[src/rtl/l2_line_beat_ser_if.sv]
`default_nettype none
// ============================================================================
// Module   : l2_line_beat_ser_if
// Brief    : Wide-line in / narrow-beat out valid/retry bundle for l2_line_beat_ser.
// Revision : 1.0
// ============================================================================
interface l2_line_beat_ser_if #(
    parameter int NLANES     = 8,
    parameter int LANE_W     = 64,
    parameter int BEAT_LANES = 2,
    parameter int HDR_W      = 64,
    parameter int CNT_W      = 16
);
    localparam int NBEATS = NLANES / BEAT_LANES;
    localparam int BW     = (NBEATS > 1) ? $clog2(NBEATS) : 1;

    logic                         in_valid;
    logic                         in_retry;
    logic [HDR_W-1:0]             in_hdr;
    logic [NLANES*LANE_W-1:0]     in_line;
    logic                         in_nodata;

    logic                         out_valid;
    logic                         out_retry;
    logic [HDR_W-1:0]             out_hdr;
    logic [BEAT_LANES*LANE_W-1:0] out_data;
    logic [BW-1:0]                out_beat;
    logic                         out_first;
    logic                         out_last;

    logic [CNT_W-1:0]             stat_nlines;
    logic [CNT_W-1:0]             stat_nstall;

    // master: upstream producer plus downstream consumer; slave: the serializer
    modport master (
        output in_valid, in_hdr, in_line, in_nodata, out_retry,
        input  in_retry, out_valid, out_hdr, out_data, out_beat,
               out_first, out_last, stat_nlines, stat_nstall
    );

    modport slave (
        input  in_valid, in_hdr, in_line, in_nodata, out_retry,
        output in_retry, out_valid, out_hdr, out_data, out_beat,
               out_first, out_last, stat_nlines, stat_nstall
    );
endinterface
`default_nettype wire

[src/rtl/l2_line_beat_ser.sv]
`default_nettype none
// ============================================================================
// Module   : l2_line_beat_ser
// Brief    : Serializes one header + full cache line into NBEATS narrow beats.
// Revision : 1.0
// ============================================================================
module l2_line_beat_ser #(
    parameter int NLANES     = 8,
    parameter int LANE_W     = 64,
    parameter int BEAT_LANES = 2,
    parameter int HDR_W      = 64,
    parameter int CNT_W      = 16
) (
    input  wire logic           clk,
    input  wire logic           reset,
    l2_line_beat_ser_if.slave   bus
);
    localparam int NBEATS = NLANES / BEAT_LANES;
    localparam int BW     = (NBEATS > 1) ? $clog2(NBEATS) : 1;
    localparam int BEAT_W = BEAT_LANES * LANE_W;

    localparam logic [0:0]       c_idle      = 1'b0;
    localparam logic [0:0]       c_send      = 1'b1;
    localparam logic [BW-1:0]    c_last_beat = BW'(NBEATS - 1);
    localparam logic [CNT_W-1:0] c_cnt_max   = '1;

    logic [0:0]               r_state;
    logic [0:0]               w_state_nxt;
    logic [HDR_W-1:0]         r_hdr;
    logic [NLANES*LANE_W-1:0] r_line;
    logic                     r_nodata;
    logic [BW-1:0]            r_beat;
    logic [CNT_W-1:0]         r_nlines;
    logic [CNT_W-1:0]         r_nstall;

    logic                     w_out_valid;
    logic                     w_last;
    logic                     w_in_retry;
    logic                     w_accept;
    logic                     w_beat_xfer;
    logic                     w_stall;
    logic [BEAT_W-1:0]        w_data;

    // State register
    always_ff @(posedge clk) begin
        if (reset) begin
            r_state <= c_idle;
        end else begin
            r_state <= w_state_nxt;
        end
    end

    // Next-state logic
    always_comb begin
        w_state_nxt = r_state;
        case (r_state)
            c_idle:  if (w_accept) w_state_nxt = c_send;
            c_send:  if (w_beat_xfer && w_last && !w_accept) w_state_nxt = c_idle;
            default: w_state_nxt = c_idle;
        endcase
    end

    // Output / handshake logic; in_retry opens only as the last beat leaves
    always_comb begin
        w_out_valid = (r_state == c_send);
        w_last      = r_nodata || (r_beat == c_last_beat);
        w_in_retry  = reset || (w_out_valid && !(w_last && !bus.out_retry));
        w_accept    = bus.in_valid && !w_in_retry;
        w_beat_xfer = w_out_valid && !bus.out_retry;
        w_stall     = w_out_valid && bus.out_retry;
    end

    // Beat selection; header-only messages carry an all-zero payload
    always_comb begin
        w_data = '0;
        for (int b = 0; b < NBEATS; b++) begin
            if (!r_nodata && (r_beat == BW'(b))) begin
                w_data = r_line[b*BEAT_W +: BEAT_W];
            end
        end
    end

    always_ff @(posedge clk) begin
        if (reset) begin
            r_hdr    <= '0;
            r_line   <= '0;
            r_nodata <= 1'b0;
            r_beat   <= '0;
            r_nlines <= '0;
            r_nstall <= '0;
        end else begin
            if (w_accept) begin
                r_hdr    <= bus.in_hdr;
                r_line   <= bus.in_line;
                r_nodata <= bus.in_nodata;
                r_beat   <= '0;
            end else if (w_beat_xfer && !w_last) begin
                r_beat   <= r_beat + 1'b1;
            end
            if (w_beat_xfer && w_last && (r_nlines != c_cnt_max)) begin
                r_nlines <= r_nlines + 1'b1;
            end
            if (w_stall && (r_nstall != c_cnt_max)) begin
                r_nstall <= r_nstall + 1'b1;
            end
        end
    end

    assign bus.in_retry    = w_in_retry;
    assign bus.out_valid   = w_out_valid;
    assign bus.out_hdr     = r_hdr;
    assign bus.out_data    = w_data;
    assign bus.out_beat    = r_beat;
    assign bus.out_first   = w_out_valid && (r_beat == '0);
    assign bus.out_last    = w_out_valid && w_last;
    assign bus.stat_nlines = r_nlines;
    assign bus.stat_nstall = r_nstall;

endmodule
`default_nettype wire

[src/flat_wrapper.sv]
// flat-port wrapper written by rule: the top's interface ports become plain ports
module l2_line_beat_ser_flat 
#(
    parameter int NLANES     = 8,
    parameter int LANE_W     = 64,
    parameter int BEAT_LANES = 2,
    parameter int HDR_W      = 64,
    parameter int CNT_W      = 16
)
  (clk, reset, bus_in_valid, bus_in_hdr, bus_in_line, bus_in_nodata, bus_out_retry, bus_in_retry, bus_out_valid, bus_out_hdr, bus_out_data, bus_out_beat, bus_out_first, bus_out_last, bus_stat_nlines, bus_stat_nstall);
  l2_line_beat_ser_if #(.NLANES(NLANES), .LANE_W(LANE_W), .BEAT_LANES(BEAT_LANES), .HDR_W(HDR_W), .CNT_W(CNT_W)) bus_i ();
  input  wire logic clk;
  input  wire logic reset;
  input wire logic [$bits(bus_i.in_valid)-1:0] bus_in_valid;
  input wire logic [$bits(bus_i.in_hdr)-1:0] bus_in_hdr;
  input wire logic [$bits(bus_i.in_line)-1:0] bus_in_line;
  input wire logic [$bits(bus_i.in_nodata)-1:0] bus_in_nodata;
  input wire logic [$bits(bus_i.out_retry)-1:0] bus_out_retry;
  output wire logic [$bits(bus_i.in_retry)-1:0] bus_in_retry;
  output wire logic [$bits(bus_i.out_valid)-1:0] bus_out_valid;
  output wire logic [$bits(bus_i.out_hdr)-1:0] bus_out_hdr;
  output wire logic [$bits(bus_i.out_data)-1:0] bus_out_data;
  output wire logic [$bits(bus_i.out_beat)-1:0] bus_out_beat;
  output wire logic [$bits(bus_i.out_first)-1:0] bus_out_first;
  output wire logic [$bits(bus_i.out_last)-1:0] bus_out_last;
  output wire logic [$bits(bus_i.stat_nlines)-1:0] bus_stat_nlines;
  output wire logic [$bits(bus_i.stat_nstall)-1:0] bus_stat_nstall;
  assign bus_i.in_valid = bus_in_valid;
  assign bus_i.in_hdr = bus_in_hdr;
  assign bus_i.in_line = bus_in_line;
  assign bus_i.in_nodata = bus_in_nodata;
  assign bus_i.out_retry = bus_out_retry;
  assign bus_in_retry = bus_i.in_retry;
  assign bus_out_valid = bus_i.out_valid;
  assign bus_out_hdr = bus_i.out_hdr;
  assign bus_out_data = bus_i.out_data;
  assign bus_out_beat = bus_i.out_beat;
  assign bus_out_first = bus_i.out_first;
  assign bus_out_last = bus_i.out_last;
  assign bus_stat_nlines = bus_i.stat_nlines;
  assign bus_stat_nstall = bus_i.stat_nstall;
  l2_line_beat_ser #(.NLANES(NLANES), .LANE_W(LANE_W), .BEAT_LANES(BEAT_LANES), .HDR_W(HDR_W), .CNT_W(CNT_W)) u_core (.clk(clk), .reset(reset), .bus(bus_i));
endmodule
[config.mk]
export PLATFORM = sky130hd
export DESIGN_NAME = l2_line_beat_ser_flat
export DESIGN_NICKNAME = d
export VERILOG_FILES = /design/src/rtl/l2_line_beat_ser_if.sv /design/src/rtl/l2_line_beat_ser.sv /design/src/flat_wrapper.sv
export SDC_FILE = /design/constraint.sdc
export NUM_CORES = 1
export LEC_CHECK = 0
export CAP_MARGIN = 5
export CORE_AREA = 2 2 318 320
export DETAILED_ROUTE_END_ITERATION = 6
export DIE_AREA = 0 0 320 322
export PLACE_DENSITY = 0.57
export SLEW_MARGIN = 30
export SYNTH_ARGS = -nofsm -noshare
export SYNTH_HDL_FRONTEND = slang
export SYNTH_SLANG_ARGS = --single-unit
[constraint.sdc]
create_clock -name clk -period 2 [get_ports clk]
set_input_delay 0.4 -clock clk [delete_from_list [all_inputs] [get_ports clk]]
set_output_delay 0.4 -clock clk [all_outputs]
set_load 0.01 [all_outputs]
==> results.py <==
metrics = {
    "critical_path": {
        "end_kind": "output pin",
        "critPathRequiredTime_ps": 1600,
        "cp_common_cell": "buf_12",
        "critPathArrivalTime_ps": 2600,
        "max_stage_delay_ps": 360,
        "cp_num_buf_inv": 6,
        "path_cells": "inv_4, ha_4, nor3b_4, buf_12, buf_12, buf_12, buf_16, a221o_1, o21ai_1, o21ai_1, buf_2",
        "crit_family": "buffers and inverters",
        "critPathSlowestCell": "dfxtp_4",
        "startpoint": "u_core.bus.out_beat[0]",
        "cp_max_fo": 9,
        "r2r_start": "u_core.bus.out_beat[0]",
        "start_kind": "flop",
        "path_class": "reg2out",
    },
    "place": {
        "io_buffers": 810,
        "place_congestion": 0.890,
        "dp_hpwl_mm": 78.6,
        "place_inst": 5337,
    },
    "drt": {
        "first_pass_iters": 5,
        "vias": 26100,
        "wirelength_mm": 116,
        "postRouteAntennaNets": 0,
        "drt-initial-drc-count": 1951,
        "drc": 0,
        "vias_per_cell": 4.67,
        "wl_per_cell_um": 20.7,
    },
    "global_routing": {
        "grtUsageTotal": 0.208,
        "grt_pass1_wl_mm": 162,
        "antenna_found_initial": 24,
        "gr-total-overflow": 0,
        "grt_pass1_vias": 24900,
        "grt_max_degree": 181,
    },
    "timing": {
        "setup_ws_ps": -1000,
        "worst_slew_pin_slew_ps": 870,
        "max_slew_margin": 0.420,
        "setup-tns-final_ps": -390180,
        "grt_setup_unrepaired": "yes",
        "worst_clock_skew_ps": 25.7,
        "fmax_mhz": 333,
        "period_share": 1.50,
        "fin_crit_ps": 3000,
        "setup_viol": 762,
        "slew_viol_final": 0,
        "final-hold-violation-count": 0,
    },
    "run": {
        "cap_violations": 0,
    },
    "synth": {
        "synth_ff_type": "dfxtp_1",
        "synth_top_area_cell": "dfxtp_1",
        "syn_area_um2": 26600,
        "ys_types": 43,
        "yosys-top-cells-area": "dfxtp_1 46%, nand2b_1 14%, o21ai_0 12%, nand2_1 10%, a221o_1 4.8%",
        "syn_inst": 3309,
        "syn-num-nets": 3896,
        "synth_edf_count": 0,
        "yosys.area.top_type_share": 0.461,
        "yosys_warnings": 0,
        "async_reset_ff_frac": 0,
        "ys_seq_elements": 612,
        "ys_seq_area_frac": 0.461,
        "syn_area_per_cell_um2": 8.03,
    },
    "floorplanning": {
        "num_io_pins": 811,
        "die_x_um": 320,
        "core_area_um2": 99600,
        "row_count": 116,
        "die_h_um": 322,
        "start_util": 0.267,
        "dieArea_um2": 103000,
    },
    "outcome": {
        "status": "finished, violations left",
        "violations": "negative setup slack",
    },
    "finish": {
        "most-common-layout-cells": "695 x nand2_1, 678 x clkdlybuf4s50_1, 610 x dfxtp_1",
        "finalNonFillerCells": 5595,
        "area_growth_pct": 57.6,
        "fin_util": 0.421,
        "final_common_cell": "nand2_1",
        "drive_gt1_frac": 0.162,
        "nNetsFinal": 4812,
    },
    "power": {
        "seqPwrFrac": 0.410,
        "vdd_ir_drop_max_uv": 646,
        "pwr-share-clk": 0.421,
        "cellPowerDensity_nw_per_um2": 793,
        "p_leak_nw": 15.5,
        "switching_power_mw": 8.68,
        "p_int_mw": 24.5,
        "combPwrFrac": 0.169,
        "swShare": 0.262,
    },
    "clocking": {
        "cts_buffers": 75,
        "cts_tree": "built",
        "ctsHtreeMaxLevel": 3,
        "cts.reportedPaths.clkPinSlew_ps": 60,
        "clk_latency_ps": 640,
        "clockRootBuffer": "clkbuf_16",
        "clock_sinks": 612,
        "cts_buffer_depth": 3,
    },
    "worst_hold_path": {
        "min_from": "reset",
        "hp-class": "in2reg",
    },
}
## path summary, 6_finish.rpt
kind	to	slack (ps)	cells past startpoint
setup / recovery	bus_out_data[107]	-1000	11
hold / removal	u_core.bus.out_valid	260	3
setup reg to reg	u_core.bus.out_hdr[5]	-580	16
hold reg to reg	u_core.r_line[311]	460	2
## sequential cells by signal, summed over array words and instances (netlist names)
register,flops
u_core.bus.out_beat,2
u_core.bus.out_hdr,64
u_core.bus.out_valid,1
u_core.bus.stat_nlines,16
u_core.bus.stat_nstall,16
u_core.r_line,512
u_core.r_nodata,1
## power groups by stage
| stage | sequential [mW] | clock (mW) | combinational, mW |
|---|---|---|---|
| final | 13.6 | 14.0 | 5.61 |
| after global routing | 13.7 | 14.7 | 6.02 |
| after CTS | 13.6 | 14.3 | 5.28 |
| after detailed placement | 13.8 | 0 | 4.96 |
| after global placement | 13.8 | 0 | 4.94 |
| after floorplan | 13.7 | 0 | 2.13 |
## Yosys cell counts (6+ instances only)
master    number
a21oi_1        7
a221o_1      128
buf_1          8
buf_2          9
buf_4         12
buf_6         52
clkbuf_1     180
clkbuf_2      20
dfxtp_1      612
ha_1           6
inv_1          6
nand2_1      716
nand2b_1     580
nand3_1       12
nand4_1       10
nor2_1        35
nor3_1        15
o21ai_0      633
o21ai_1      203
xnor2_1       20
## final cells by class
| cell class | instances | area (um2) |
|---|---|---|
| Clock inverter | 27 | 298 |
| Inverter | 6 | 27.5 |
| Tap cell | 1298 | 1620 |
| Sequential cell | 612 | 12300 |
| Timing Repair Buffer | 1121 | 12100 |
| Fill cell | 9999 | 57700 |
| Multi-Input combinational cell | 2409 | 13300 |
| Antenna cell | 14 | 35.0 |
| Clock buffer | 108 | 2220 |
## metrics by stage
| step | setup slack (ps) | power [mW] | cell area (um2) | hold slack [ps] |
|---|---|---|---|---|
| finish | -1000 | 33.2 | 41900 | 260 |
| global route | -1110 | 34.4 | 41900 | 247 |
| CTS | -1040 | 33.1 | 40600 | 208 |
| detailed placement | -935 | 18.8 | 37200 | 452 |
| global placement | -904 | 18.7 | 37200 | 447 |
| floorplan | -130 | 15.8 | 26700 | 439 |
## routing by layer
layer | vias up | part of all wire | wire length, um | track usage
li1 | 13000 | - | - | -
met3 | 145 | 0.055 | 6410 | 0.0433
met2 | 729 | 0.47 | 55000 | 0.345
met4 | 18 | 0.023 | 2700 | 0.0617
met1 | 12200 | 0.45 | 51600 | 0.272
met5 | - | 0.00099 | 115 | 0
## logic make-up (layout without fill, tap and decap cells)
| group | Yosys count | after routing | synth area share |
|---|---|---|---|
| other | 0 | 14 | 0 |
| muxes | 2 | 2 | 0.000801 |
| DFF | 612 | 612 | 0.461 |
| buffers and inverters | 288 | 1262 | 0.0589 |
| and+or+nand+nor | 1398 | 1398 | 0.259 |
| adders and majority gates | 6 | 6 | 0.00283 |
| xor gates and xnor gates | 25 | 25 | 0.00824 |
| AOI/OAI and AO/OA | 978 | 978 | 0.209 |
## worst min-delay path, stage by stage
cell and delay (ps):
buf_8 130, buf_12 180, a21oi_1 150
## timing repair
action                                  4_1_cts  5_1_grt
resized for setup                           788      163
cloned                                       23       25
buffers inserted                             38       27
hold buffers                                  0        0
endpoints found under the setup margin      751      785
pin swaps                                    70       39
(Power assumes the default switching activity.)
